--- src/rtl/instruction_fetch_pkg.sv ---
// Shared definitions for the instruction fetch unit: FSM state encoding,
// instruction word width, PC step and the default reset address.
package instruction_fetch_pkg;

  typedef enum logic [1:0] {
    BOOT   = 2'd0,
    RUN    = 2'd1,
    HALTED = 2'd2
  } fetch_state_t;

  localparam int          INSTR_WIDTH      = 32;
  localparam logic [31:0] PC_INCR          = 32'd4;
  localparam logic [31:0] DEFAULT_RESET_PC = 32'h0000_0000;

endpackage

--- src/rtl/fetch_buffer.sv ---
// Two-entry instruction/PC FIFO sitting between the memory response and
// decode. valid/ready on both sides, synchronous flush for redirects.
module fetch_buffer
  import instruction_fetch_pkg::*;
#(
  parameter int DEPTH = 2
) (
  input  logic                   clk,
  input  logic                   rst_n,
  input  logic                   flush,
  input  logic                   in_valid,
  output logic                   in_ready,
  input  logic [INSTR_WIDTH-1:0] in_data,
  input  logic [31:0]            in_pc,
  output logic                   out_valid,
  input  logic                   out_ready,
  output logic [INSTR_WIDTH-1:0] out_data,
  output logic [31:0]            out_pc,
  output logic [1:0]             count
);

  logic [INSTR_WIDTH-1:0] data_q [2];
  logic [31:0]            pc_q   [2];
  logic                   rd_ptr_q;
  logic                   wr_ptr_q;
  logic [1:0]             count_q;
  logic                   push;
  logic                   pop;

  assign in_ready  = (count_q != 2'(DEPTH));
  assign out_valid = (count_q != 2'd0);
  assign push      = in_valid & in_ready;
  assign pop       = out_valid & out_ready;
  assign out_data  = data_q[rd_ptr_q];
  assign out_pc    = pc_q[rd_ptr_q];
  assign count     = count_q;

  // Storage, pointers and occupancy; flush empties the queue but leaves the
  // stale words in place since nothing reads them until they are rewritten.
  always_ff @(posedge clk or negedge rst_n) begin
    if (!rst_n) begin
      for (int i = 0; i < 2; i++) begin
        data_q[i] <= '0;
        pc_q[i]   <= '0;
      end
      rd_ptr_q <= 1'b0;
      wr_ptr_q <= 1'b0;
      count_q  <= 2'd0;
    end else if (flush) begin
      rd_ptr_q <= 1'b0;
      wr_ptr_q <= 1'b0;
      count_q  <= 2'd0;
    end else begin
      if (push) begin
        data_q[wr_ptr_q] <= in_data;
        pc_q[wr_ptr_q]   <= in_pc;
        wr_ptr_q         <= ~wr_ptr_q;
      end
      if (pop) begin
        rd_ptr_q <= ~rd_ptr_q;
      end
      case ({push, pop})
        2'b10:   count_q <= count_q + 2'd1;
        2'b01:   count_q <= count_q - 2'd1;
        default: count_q <= count_q;
      endcase
    end
  end

endmodule

--- src/rtl/instruction_fetch.sv ---
// Instruction fetch unit: sequential PC generation, one-cycle-latency memory
// interface, two-entry output buffer with a same-cycle bypass so a returning
// word reaches decode with no bubble, redirect with epoch-based discard of
// in-flight responses, and halt.
// Optional feature: define IFETCH_PERF_EN to get a delivered-instruction
// counter on fetch_count; otherwise fetch_count is tied to zero.
module instruction_fetch
  import instruction_fetch_pkg::*;
#(
  parameter logic [31:0] RESET_PC  = DEFAULT_RESET_PC,
  parameter int          BUF_DEPTH = 2
) (
  input  logic                   clk,
  input  logic                   rst_n,
  output logic                   imem_req,
  output logic [31:0]            imem_addr,
  input  logic [INSTR_WIDTH-1:0] imem_rdata,
  input  logic                   redirect_valid,
  input  logic [31:0]            redirect_target,
  input  logic                   halt,
  output logic                   instr_valid,
  input  logic                   instr_ready,
  output logic [INSTR_WIDTH-1:0] instruction,
  output logic [31:0]            instr_pc,
  output logic [31:0]            instr_pc4,
  output logic [31:0]            fetch_count
);

  fetch_state_t           state_q;
  logic [31:0]            pc_q;
  logic                   epoch_q;
  logic                   inflight_q;
  logic                   inflight_epoch_q;
  logic [31:0]            inflight_pc_q;

  logic                   transfer;
  logic [2:0]             occupancy;
  logic                   bypass_valid;
  logic                   use_bypass;
  logic                   fifo_push;
  logic                   fifo_in_ready;
  logic                   fifo_out_valid;
  logic [INSTR_WIDTH-1:0] fifo_data;
  logic [31:0]            fifo_pc;
  logic [1:0]             fifo_count;
  logic                   unused_target_bits;

  assign unused_target_bits = ^redirect_target[1:0];

  assign transfer = instr_valid & instr_ready;

  // Entries that will be occupied once everything already requested has
  // landed, crediting the entry decode is taking this cycle.
  assign occupancy = {1'b0, fifo_count} + {2'b00, inflight_q} - {2'b00, transfer};

  assign imem_req  = (state_q == RUN) && !redirect_valid && !halt &&
                     (occupancy < 3'(BUF_DEPTH));
  assign imem_addr = pc_q;

  // A response is usable only if it belongs to the current epoch and no
  // redirect is discarding it in this very cycle.
  assign bypass_valid = inflight_q && (inflight_epoch_q == epoch_q) && !redirect_valid;
  assign use_bypass   = bypass_valid && !fifo_out_valid;
  assign fifo_push    = bypass_valid && fifo_in_ready && !(use_bypass && instr_ready);

  assign instr_valid = fifo_out_valid || bypass_valid;
  assign instruction = use_bypass ? imem_rdata    : fifo_data;
  assign instr_pc    = use_bypass ? inflight_pc_q : fifo_pc;
  assign instr_pc4   = instr_pc + PC_INCR;

  fetch_buffer #(
    .DEPTH(BUF_DEPTH)
  ) u_fetch_buffer (
    .clk      (clk),
    .rst_n    (rst_n),
    .flush    (redirect_valid),
    .in_valid (fifo_push),
    .in_ready (fifo_in_ready),
    .in_data  (imem_rdata),
    .in_pc    (inflight_pc_q),
    .out_valid(fifo_out_valid),
    .out_ready(instr_ready),
    .out_data (fifo_data),
    .out_pc   (fifo_pc),
    .count    (fifo_count)
  );

  // Fetch FSM with PC, epoch and in-flight tracking; redirect overrides both
  // sequential stepping and halt.
  always_ff @(posedge clk or negedge rst_n) begin
    if (!rst_n) begin
      state_q          <= BOOT;
      pc_q             <= {RESET_PC[31:2], 2'b00};
      epoch_q          <= 1'b0;
      inflight_q       <= 1'b0;
      inflight_epoch_q <= 1'b0;
      inflight_pc_q    <= '0;
    end else begin
      inflight_q       <= imem_req;
      inflight_epoch_q <= epoch_q;
      if (imem_req) begin
        inflight_pc_q <= pc_q;
      end
      if (redirect_valid) begin
        epoch_q <= ~epoch_q;
        pc_q    <= {redirect_target[31:2], 2'b00};
        state_q <= RUN;
      end else begin
        if (imem_req) begin
          pc_q <= pc_q + PC_INCR;
        end
        case (state_q)
          BOOT:    state_q <= RUN;
          RUN:     state_q <= halt ? HALTED : RUN;
          HALTED:  state_q <= HALTED;
          default: state_q <= BOOT;
        endcase
      end
    end
  end

`ifdef IFETCH_PERF_EN
  logic [31:0] fetch_count_q;

  // Count every handshake with decode, wrapping naturally.
  always_ff @(posedge clk or negedge rst_n) begin
    if (!rst_n) begin
      fetch_count_q <= '0;
    end else if (transfer) begin
      fetch_count_q <= fetch_count_q + 32'd1;
    end
  end

  assign fetch_count = fetch_count_q;
`else
  assign fetch_count = '0;
`endif

endmodule

--- config.mk ---
export PLATFORM = sky130hd
export DESIGN_NAME = instruction_fetch
export DESIGN_NICKNAME = d
export VERILOG_FILES = /design/src/rtl/instruction_fetch_pkg.sv /design/src/rtl/fetch_buffer.sv /design/src/rtl/instruction_fetch.sv
export SDC_FILE = /design/constraint.sdc
export NUM_CORES = 1
export LEC_CHECK = 0
export BUFFER_PORTS_ARGS = -buffer_cell sky130_fd_sc_hd__buf_2
export CAP_MARGIN = 5
export CORE_MARGIN = 2
export CORE_UTILIZATION = 50
export CTS_BUF_LIST = sky130_fd_sc_hd__clkbuf_8 sky130_fd_sc_hd__clkbuf_16
export CTS_CLUSTER_SIZE = 24
export DETAILED_ROUTE_END_ITERATION = 8
export PLACE_DENSITY = 0.77
export SLEW_MARGIN = 10
export SYNTH_ARGS = -nofsm -noshare
export SYNTH_HDL_FRONTEND = slang
export SYNTH_SLANG_ARGS = --single-unit
--- constraint.sdc ---
create_clock -name clk -period 4.5 [get_ports clk]
set_clock_uncertainty 0.1 [all_clocks]
set_input_delay 0.9 -clock clk [delete_from_list [all_inputs] [get_ports clk]]
set_output_delay 0.9 -clock clk [all_outputs]
set_load 0.02 [all_outputs]
Word-level counts from Yosys, hierarchy flattened --
Cells that the tools add are included.
Word-level totals: register bits 201, latch bits 0, RAM bits 0, ROM bits 0, bits of input ports 69, output and inout port bits 162, word-level logic and storage cells 83, memories 0
Cells by class: add/sub/neg operators 6, multiply operators 0, div/mod/pow operators 0, magnitude comparators 4, eq/ne operators 6, shift operators 0, multiplexer cells 23, bitwise logic cells 9, reductions and logical operators 22
Operators by type and width (number):
- two-way mux 32 bit | 11
- bitwise mux 64 bit | 2
- adder 32 x 3 -> 32 bit, second input constant | 2
- demux 32 bit (select 1 bit) | 1
- logical AND 1 bit | 10
- nonzero test 2 bit | 4
- two-way mux 2 bit | 3
- one-hot mux 2 bit (3 select lines) | 1
- == test 2 x 1 -> 1 bit, second input constant | 2
- == test 2 bit, second input constant | 2
- greater-or-equal comparator 2 bit, second input constant | 2
- zero test 1 bit | 4
- two-way mux 1 bit | 4
- NOT 1 bit | 4
- NOT 1 -> 2 bit | 2
- one-hot mux 2 bit (2 select lines) | 1
- adder 2 x 1 -> 3 bit | 1
- AND 1 bit | 3
- less-than comparator 3 x 2 -> 1 bit, second input constant | 1
- nonzero test 3 bit | 1
- subtractor 3 x 1 -> 3 bit | 1
- adder 2 x 1 -> 2 bit, second input constant | 1
- zero test 2 bit | 1
- less-than comparator 2 x 1 -> 1 bit, second input constant | 1
- other kinds (5) | 5

Longest topological paths before layout --
Gate-level depths: netlist of the first run.
word-level depth 11, depth in mapped cells 16

Cells and area by module --
Synthesis of the first run repeated with hierarchy kept, for this count alone.
Unflattened totals: cell total of the unflattened synthesis 1099, area, all modules 11208.2 µm²
Modules (own cells, without submodules):
- fetch_buffer | times used 1, cells an instance 365, area each 5930.7 µm²
- instruction_fetch | times used 1, cells an instance 734, area each 5277.6 µm²

Worst setup path after synthesis of the first run --
No wires, ideal clock.
kind input port to output port, start point in redirect_valid, end point out instr_pc4[18], data arrival time 4.253 ns, required time 3.500 ns, slack -0.753 ns, stages on the path 16, path buffers 6, cells stage by stage buf_6 > or4b_4 > buf_6 > nor2_4 > buf_4 > buf_4 > buf_2 > buf_2 > nand2_1 > o21ai_1 > ha_1 > a21boi_0 > a22oi_2 > nor2_4 > nor4b_2 > xor2_1
Between the ends: cells in the longest elaborated chain, start to end 5
Ends and longest elaborated chain:
- from (decl) | line instruction_fetch.sv:18 | input logic redirect_valid,
- zero test 1 bit | line instruction_fetch.sv:62 | assign bypass_valid = inflight_q && (inflight_epoch_q == epoch_q) && !redirect_valid;
- logical AND 1 bit | line instruction_fetch.sv:62
- logical AND 1 bit | line instruction_fetch.sv:63 | assign use_bypass = bypass_valid && !fifo_out_valid;
- two-way mux 32 bit | line instruction_fetch.sv:68 | assign instr_pc = use_bypass ? inflight_pc_q : fifo_pc;
- net instr_pc[3] | line instruction_fetch.sv:24 | output logic [31:0] instr_pc,
- adder 32 x 3 -> 32 bit | line instruction_fetch.sv:69 | assign instr_pc4 = instr_pc + PC_INCR;
- to (decl) | line instruction_fetch.sv:25 | output logic [31:0] instr_pc4,
The timed path passes the listed nets, and every way through them passes these cells.

Worst setup path in the final report of the first run --
start point in redirect_valid, end point out instr_pc4[30]
Between the ends: cells in the longest elaborated chain, start to end 5
Ends and longest elaborated chain (line):
- zero test 1 bit | instruction_fetch.sv:62
- logical AND 1 bit | instruction_fetch.sv:62
- logical AND 1 bit | instruction_fetch.sv:63
- two-way mux 32 bit | instruction_fetch.sv:68
- adder 32 x 3 -> 32 bit | instruction_fetch.sv:69
No other way between the ends.

==> results.yml, run 1 <==
detailed_routing:
  wire_per_inst_um: 16.5
  viasPerCell: 5.62
  route.met3.wl_um: 1320
  route.vias.total: 8475
  ant_nets: 0
  met1_length_um: 11400
  wl_met2_um: 11800
  first_iter_violations: 522
  routed.top_layer: "met4"
  drc: 0
  routed_wl_um: 24900
  first_pass_iters: 5
floorplan:
  fp.dieH_um: 150
  chipWidth_um: 150
  coreArea_mm2: 0.0210
  io_pins: 231
  num_rows: 53
  die_area_mm2: 0.0224
  start_util_pct: 50.7
power_and_ir_drop:
  cellLeakagePower_nw: 5.96
  peakVddDrop_mv: 0.292
  p_per_area_mw_per_mm2: 519
synth:
  synthFlopType: "dfrtp_1"
  yosysTopAreaCellShare_pct: 45.5
  ys_seq_area_share_pct: 45.5
  synth_edf_count: 0
  postSynthAreaPerCell_um2: 10.1
  syn-cell-area_mm2: 0.0106
  synth_cell_types: 70
  synth_largest_area_cell: "dfrtp_1"
  synthTopCellsByArea: "dfrtp_1, mux2_2, nand2_1"
  synthCells: 1048
  yosysWarnings: 0
  ys_ff_latch: 193
  synthArstFlopShare_pct: 100
worst_setup_path:
  crit_type: "primary input to output port"
  cpMaxStageDelayCell: "or4b_4"
  startpoint_type: "primary input"
  cp_cell_sequence: "buf_2 -> or4b_4 -> nor2_4 -> buf_4 -> a21oi_1 -> or2_4 -> nor4b_4 -> xnor2_1 -> buf_2"
  cp_data_arrival_time_ns: 3.33
  endpoint_kind: "output port"
  worst-r2r-setup-slack_ns: 0.47
  reg2reg_to: "imem_addr[18]"
  required_ns: 3.50
  critPathBufInv: 3
  r2r-start: "epoch_q"
  cp_common_cell: "buf_2"
  rr_worst_depth: 13
  critPathMaxStageDelay_ns: 0.55
  crit_path_max_fanout: 35
  cpLargestDelayFamily: "simple AND/OR/NAND/NOR gates"
global_route:
  antenna_found_initial: 0
  grt_max_degree: 111
  grt_pass1_vias: 7973
  grt_pass1_wl_um: 39900
  track_usage_pct: 22.3
  grt_overflow_total: 0
clocking:
  cts-root-buf: "clkbuf_16"
  post_cts_resized: 0
  htree_levels: 4
  cts_post_setup_buffers_inserted: 0
  clock-sinks: 193
  numCtsBuffers: 17
  cts_tree: "yes"
  clock_path_buffers: 2
  clock_latency_ns: 0.43
  path_clk_slew_ns: 0.07
  hold_buffers: 0
placement:
  port-buffer-count: 190
  dp_hpwl_um: 17600
  gp_congestion: 0.916
  place_ws_ns: 0.0849
layout:
  drive_above_1_share_pct: 31.8
  area_delta_synth_final_pct: 16.6
  final_util_pct: 59.1
  fin_nets: 1292
  antenna_cells: 0
sta:
  period_share_pct: 96.3
  fmax_mhz: 231
  hold_viol: 0
  rsz0062_at_grt: "false"
  finalCriticalPeriod_ns: 4.33
  max_slew_margin_pct: 26.1
  final-setup-viol-count: 0
  tightest_slew_ns: 1.10
  worst_slack_ns: 0.166
  finalMaxSlewViolations: 0
job:
  maxCapViolCount: 0
worst_hold_path:
  worstHoldStart: "state_q[0]"
  hp-class: "flip-flop to flip-flop"
  hold_depth: 1
  holdPathEnd: "state_q[1]"
run_status:
  status: "finished, final reports clean"
## per-stage QoR
stage / total power [mW] / setup TNS [ns] / hold WS, ns / instance area [µm²] / cells
after floorplan: 4.16 / -0.582 / 0.332 / 10900 / 1085
after global placement: 4.93 / 0 / 0.351 / 11800 / 1475
after detailed placement: 5.01 / 0 / 0.356 / 11800 / 1475
after CTS: 6.47 / 0 / 0.374 / 12400 / 1507
after global routing: 6.79 / 0 / 0.384 / 12400 / 1507
final: 6.43 / 0 / 0.373 / 12400 / 1507
## flip-flops by register name (all words and copies together), names as in the netlist
name and cells:
u_fetch_buffer.wr_ptr_q 1, u_fetch_buffer.rd_ptr_q 1, inflight_epoch_q 1, u_fetch_buffer.count 2, u_fetch_buffer.pc_q 60, inflight_pc_q 30, state_q 2, epoch_q 1
u_fetch_buffer.data_q 64, imem_addr 30, inflight_q 1
## cell usage after synthesis, types with 17 or more instances
cell type  number
clkbuf_1       22
mux2_2        110
nand3_1        30
nand2_1       186
buf_4          44
mux2i_1        57
dfrtp_1       193
buf_2          23
nor2_1         34
o21ai_1        24
inv_1          18
mux2_1         17
o21ai_0        64
xnor2_1        19
a21oi_1        26
## power by group
group | switching [mW] | total [mW] | internal [mW] | leakage, nW
clock network | 0.689 | 1.45 | 0.758 | 0.284
registers | 0.408 | 2.55 | 2.14 | 2.53
logic | 1.50 | 2.43 | 0.926 | 3.14
total | 2.60 | 6.43 | 3.83 | 5.96
## cell usage in the layout, fill, tap and decap left out, drive strengths merged, types with 3 or more instances in the layout
cell,count
a22oi,8
a21oi,28
and2,3
inv,27
buf,212
xnor2,20
a32oi,6
nand3,30
nand3b,5
and3,7
o311ai,8
a31oi,12
mux2i,57
dfrtp,193
o21ai,88
mux2,127
conb,38
nand2b,4
nor3,10
a221o,8
clkinv,4
nor4b,5
nand2,187
or2,3
nor2,36
nor2b,7
a21o,3
o211ai,3
nand4,12
nor3b,5
xor2,14
clkbuf,20
ha,3
nor4,9
a311oi,4
nand4b,6
## area by class of cell
class / instances / area, µm²
fill: 1784 / 8570
timing repair buffer: 213 / 1170
inverter: 19 / 71.3
clock buffer: 19 / 453
tap: 275 / 344
multi-input combinational: 775 / 5400
clock inverter: 13 / 116
sequential: 193 / 4830
## kinds of logic after synthesis
logic type	count (synthesis)	share of synthesized area [%]
buf+inv	117	6.10
compound gates	181	10.6
fa+ha+maj	4	0.542
xor+xnor	34	2.94
flops	193	45.5
other cells	1	0.0353
simple gates	334	15.5
mux	184	18.8
## layer usage
metal	up-vias	track usage, %
li1	3996	-
met1	4149	31.5
met2	295	35.4
met3	35	3.41
met4	0	6.98
met5	-	0
## how the worst max path moves through the flow
stage	start	endpoint	slack, ns	cells after the start
2_1_floorplan	redirect_valid	instr_pc4[18]	-0.18	16
3_3_place_gp	redirect_valid	instr_pc4[16]	0.21	12
3_5_place_dp	redirect_valid	imem_addr[18]	0.08	13
4_1_cts	u_fetch_buffer.count[1]	instr_pc4[16]	0.17	11
5_1_grt	u_fetch_buffer.count[1]	instr_pc4[27]	0.04	9
6_report	redirect_valid	instr_pc4[30]	0.17	9
Power figures use the tool's default switching activity.
==> inputs of run 2 (changes only) <==
ABC_AREA = 1   (was default)
CORE_UTILIZATION = 51   (was 50)
PLACE_DENSITY = 0.78   (was 0.77)
==> run 2 against run 1 <==
Against the previous run: core utilization down 0.27 points; cell count increased by 31%; sequential share of layout area shrank 1.4 points; register-to-register slack improved by 0.63 ns; largest cell class unchanged; sequential power is 6% higher; sequential cell count unchanged; final area up 3.7%; highest routed layer unchanged; clock-buffer cell count grew 3; die area up 4.3%; global-route usage is 2.9 points higher; critical path type is now flip-flop to output port.
==> results.yml, run 2 <==
run_status:
  status: "finished, final reports clean"
sta:
  final-setup-viol-count: 0
  period_share_pct: 93.8
  finalMaxSlewViolations: 0
  fin_tns_setup_ns: 0
  finalCriticalPeriod_ns: 4.22
  tightest_slew_ns: 1.14
  hold_viol: 0
  worst_slack_ns: 0.279
  fmax_mhz: 237
  max_slew_margin_pct: 23.9
  rsz0062_at_grt: "false"
layout:
  fin_nets: 1750
  largestRegisters: "u_fetch_buffer.data_q x64, u_fetch_buffer.pc_q x60"
  antenna_cells: 0
  final_common_cell: "nand2_1"
  layout_common_cells: "nand2_1, dfrtp_1, buf_2"
  top_register: "u_fetch_buffer.data_q"
  area_delta_synth_final_pct: 13.6
  largest_reg_flops: 64
  drive_above_1_share_pct: 18.0
worst_setup_path:
  critPathLaunch: "u_fetch_buffer.count[1]"
  worst-r2r-setup-slack_ns: 1.10
  cp_data_arrival_time_ns: 3.22
  endpoint_kind: "output port"
  reg2reg_to: "imem_addr[21]"
  required_ns: 3.50
  crit_type: "flip-flop to output port"
  startpoint_type: "flip-flop"
  crit_path_max_fanout: 48
  rr_worst_depth: 18
  r2r-start: "epoch_q"
detailed_routing:
  viasPerCell: 5.33
  ant_nets: 0
  route.vias.total: 10500
  wire_per_inst_um: 14.9
  drc: 0
  routed_wl_um: 29400
  first_iter_violations: 926
  first_pass_iters: 6
global_route:
  grt_max_degree: 107
  grt_overflow_total: 0
  grt_pass1_wl_um: 48400
  grt_pass1_vias: 9610
  antenna_found_initial: 0
  track_usage_pct: 25.1
synth:
  synthFlopType: "dfrtp_1"
  synthTopCellsByArea: "dfrtp_1, nand2_1, inv_1"
  synth_edf_count: 0
  postSynthAreaPerCell_um2: 7.41
  synthArstFlopShare_pct: 100
  ys_ff_latch: 193
  synthCells: 1527
  synth_most_common_cell: "nand2_1"
  syn-cell-area_mm2: 0.0113
  synth_largest_area_cell: "dfrtp_1"
  synth_cell_types: 39
  ys_top_cells_by_count: "nand2_1, dfrtp_1, inv_1, nor2_1, o21ai_0"
  yosysTopAreaCellShare_pct: 42.7
  yosysWarnings: 0
  ys_seq_area_share_pct: 42.7
power_and_ir_drop:
  peakVddDrop_mv: 0.396
  pwr-share-comb_pct: 46.3
  cellLeakagePower_nw: 6.55
  p_clk_share_pct: 19.5
  power.switching_mw: 3.65
  p_int_mw: 4.24
  switching_share_pct: 46.3
  p_per_area_mw_per_mm2: 615
  power.share.sequential_pct: 34.2
floorplan:
  io_pins: 231
  coreArea_mm2: 0.0218
  chipWidth_um: 153
  die_area_mm2: 0.0234
  num_rows: 54
  start_util_pct: 51.8
  fp.dieH_um: 153
clocking:
  hold_buffers: 0
  cts_post_setup_buffers_inserted: 0
  post_cts_resized: 0
  numCtsBuffers: 17
  clock-sinks: 193
  cts-root-buf: "clkbuf_16"
  clock_latency_ns: 0.43
  cts_tree: "yes"
  clock_path_buffers: 2
  path_clk_slew_ns: 0.07
  htree_levels: 4
worst_hold_path:
  worstHoldStart: "state_q[1]"
  hold_depth: 1
  hp-class: "flip-flop to flip-flop"
  holdPathEnd: "state_q[1]"
placement:
  place_ws_ns: 0.359
  gp_congestion: 0.912
  dp_hpwl_um: 20700
  port-buffer-count: 190
job:
  maxCapViolCount: 0
[run 2: kinds of logic after synthesis]
logic type	synth area share, %
DFF	42.7
AOI/OAI and AO/OA	8.92
buffers and inverters	10.9
muxes	4.18
other	0.0332
and+or+nand+nor	29.8
adders and majority gates	0.509
xor gates and xnor gates	2.94
[run 2: stage by stage]
stage | cell area, µm² | utilization (%) | instances | total power [mW] | hold slack [ns]
2_1_floorplan | 11400 | - | 1564 | 5.18 | 0.310
3_3_place_gp | 12200 | 56.1 | 1938 | 6.24 | 0.327
3_5_place_dp | 12200 | 56.1 | 1938 | 6.33 | 0.334
4_1_cts | 12800 | 58.8 | 1970 | 7.88 | 0.343
5_1_grt | 12800 | 58.9 | 1970 | 8.44 | 0.357
6_report | 12800 | 58.9 | 1970 | 7.90 | 0.337
[run 2: area by class of cell]
cell class                 instances  area, µm²
clock buffer                      22        494
clock inverter                    10        108
fill                            1988       8980
inverter                         142        533
multi-input combinational       1113       5390
sequential                       193       4830
tap                              280        350
timing repair buffer             210       1140
[run 2: metal layers]
metal	vias up	share of wire [%]	global-route usage, %
li1	5107	-	-
met2	450	45	39.2
met4	0	1.5	6.04
met5	-	0	0
met1	4909	45	37.0
met3	36	7.8	3.83
[run 2: how the worst max path moves through the flow]
stage,slack [ns],to
2_1_floorplan,0.32,imem_req
3_3_place_gp,0.38,imem_req
3_5_place_dp,0.36,imem_req
4_1_cts,0.28,instr_pc4[16]
5_1_grt,0.09,instr_pc4[16]
6_report,0.28,instr_pc4[16]
[run 2: power by group through the flow]
| stage | Clock (mW) | Sequential, mW | Combinational, mW |
|---|---|---|---|
| CTS | 1.56 | 2.68 | 3.64 |
| detailed placement | 0 | 2.71 | 3.62 |
| finish | 1.54 | 2.70 | 3.66 |
| global route | 1.63 | 2.76 | 4.04 |
| floorplan | 0 | 2.62 | 2.56 |
| global placement | 0 | 2.69 | 3.55 |
[run 2: worst max-delay path, stage by stage, from the launching register on]
cell and delay (ns):
dfrtp_1 0.48, nor2_4 0.23, buf_4 0.47, nand4_1 0.15, nand2_1 0.18, ha_1 0.25
nand3_2 0.16, nor2_1 0.35, nand2_1 0.13, xor2_1 0.19, buf_2 0.20
==> inputs of run 3 (changes only) <==
GPL_TIMING_DRIVEN = 0   (was default)
==> run 3 against run 2 <==
Against the previous run: final area increased by 4.5%; routed wire length increased by 12%; combinational power grew 5%; via count increased by 5.5%; critical path depth up 1; worst setup slack got worse by 0.074 ns; power up 3.5%; critical path type unchanged; largest power group unchanged; die area stayed put; register-to-register slack worse by 0.62 ns.
==> results.yml, run 3 (synthesis gave the netlist of run 2 again) <==
global_route:
  grt_max_degree: 112
  grt_pass1_vias: 10400
  track_usage_pct: 27.7
  grt_pass1_wl_um: 52500
  grt_overflow_total: 0
  antenna_found_initial: 2
layout:
  largestRegisters: "u_fetch_buffer.data_q x64, u_fetch_buffer.pc_q x60"
  largest_reg_flops: 64
  fillers: 1989
  final_common_cell: "nand2_1"
  top_register: "u_fetch_buffer.data_q"
  drive_above_1_share_pct: 20.7
  instances_no_fill: 2066
  fin_nets: 1847
  final_util_pct: 61.5
  layout_common_cells: "nand2_1, buf_2, dfrtp_1"
  design_area_mm2: 0.0134
  area_delta_synth_final_pct: 18.7
detailed_routing:
  routed_wl_um: 32800
  first_pass_iters: 5
  viasPerCell: 5.36
  drc: 0
  first_iter_violations: 966
  wire_per_inst_um: 15.9
  ant_nets: 0
  route.vias.total: 11100
clocking:
  clock_latency_ns: 0.43
  hold_buffers: 0
  clock_path_buffers: 2
  cts_tree: "yes"
  path_clk_slew_ns: 0.07
  cts-root-buf: "clkbuf_16"
  numCtsBuffers: 17
  htree_levels: 4
  clock-sinks: 193
placement:
  dp.cells: 2034
  gp_congestion: 0.955
  port-buffer-count: 189
  dp_hpwl_um: 24500
  placed_area_mm2: 0.0128
sta:
  hold_viol: 0
  finalCriticalPeriod_ns: 4.30
  tightest_slew_ns: 0.661
  final-setup-viol-count: 0
  period_share_pct: 95.4
  timing.hold.ws_ns: 0.338
  fmax_mhz: 233
  finalMaxSlewViolations: 0
  rsz0062_at_grt: "false"
  max_slew_margin_pct: 55.5
floorplan:
  num_rows: 54
  coreArea_mm2: 0.0218
  io_pins: 231
  die_area_mm2: 0.0234
  start_util_pct: 51.8
  chipWidth_um: 153
  fp.dieH_um: 153
worst_setup_path:
  cp_cell_sequence: "nor2_4 -> buf_6 -> a21oi_1 -> ha_1 -> or2_2 -> fa_1 -> nand3_1 -> nor3_1 -> nand2_2 -> clkinvlp_4 -> buf_2"
  cpLargestDelayFamily: "simple AND/OR/NAND/NOR gates"
  endpoint_kind: "output port"
  crit_path_max_fanout: 19
  cpMaxStageDelayCell: "dfrtp_1"
  crit_type: "flip-flop to output port"
  critPathBufInv: 3
  critPathMaxStageDelay_ns: 0.49
  required_ns: 3.50
  startpoint_type: "flip-flop"
  cp_data_arrival_time_ns: 3.30
power_and_ir_drop:
  p_total_mw: 8.17
  cellLeakagePower_nw: 6.94
  peakVddDrop_mv: 0.375
  p_per_area_mw_per_mm2: 609
worst_hold_path:
  hp-class: "primary input to asynchronous set/reset pin"
run_status:
  status: "finished, final reports clean"
job:
  maxCapViolCount: 0
-- run 3: cell count changes in the layout (fill, tap and decap cells not counted), sizes merged --
cell and delta:
buf +75, inv +1, diode +1, clkbuf +19, clkinv -4, bufinv +2
clkinvlp +2
-- run 3: stage by stage --
stage	setup slack [ns]	TNS, ns
floorplan	0.320	0
global placement	-0.760	-143.10
detailed placement	-0.318	-0.318
CTS	0.112	0
global route	0.0212	0
finish	0.205	0
-- run 3: cell type report --
class                      count  area [µm²]  share of cell area (%)
multi-input combinational   1113        5390                    40.1
sequential                   193        4830                    36.0
timing repair buffer         193        1010                    7.49
buffer                       114         698                    5.20
inverter                     142         537                    4.00
clock buffer                  19         453                    3.37
tap                          280         350                    2.61
clock inverter                11         164                    1.22
antenna                        1        2.50                  0.0186
-- run 3: power breakdown --
part | internal, mW | total, mW | switching [mW]
Sequential | 2.25 | 2.71 | 0.461
Clock | 0.951 | 1.61 | 0.657
Combinational | 1.19 | 3.85 | 2.66
Total | 4.39 | 8.17 | 3.78
-- run 3: worst reg2reg max path: cells and delay by family, from the launching register on --
kind / cells / cell delay [ns]
buf+inv: 4 / 1.14
fa+ha+maj: 2 / 0.77
flops: 1 / 0.49
compound gates: 2 / 0.31
simple gates: 6 / 1.06
-- run 3: final timing paths --
kind	slack, ns	cells past startpoint	from	endpoint
hold reg to reg	0.34	1	state_q[1]	state_q[1]
max in group asynchronous	3.00	2	rst_n	inflight_pc_q[27]
hold / removal	0.34	1	rst_n	u_fetch_buffer.data_q[13]
min in group clk	0.34	1	state_q[1]	state_q[1]
setup / recovery	0.20	11	u_fetch_buffer.count[1]	imem_req
setup reg to reg	0.48	14	u_fetch_buffer.count[1]	imem_addr[9]
-- run 3: routing by layer --
layer	global-route usage, %	routed length, µm	vias up
li1	-	-	5316
met1	38.1	14100	5130
met2	43.4	14700	559
met3	5.78	3070	75
met4	10.1	964	2
met5	0	16	-
-- run 3: repair_timing --
| action | 4_1_cts | 5_1_grt |
|---|---|---|
| setup endpoints to repair | 1 | 1 |
| buffers inserted | 1 | 2 |
| pin swaps | 0 | 1 |
| resized for setup | 2 | 1 |
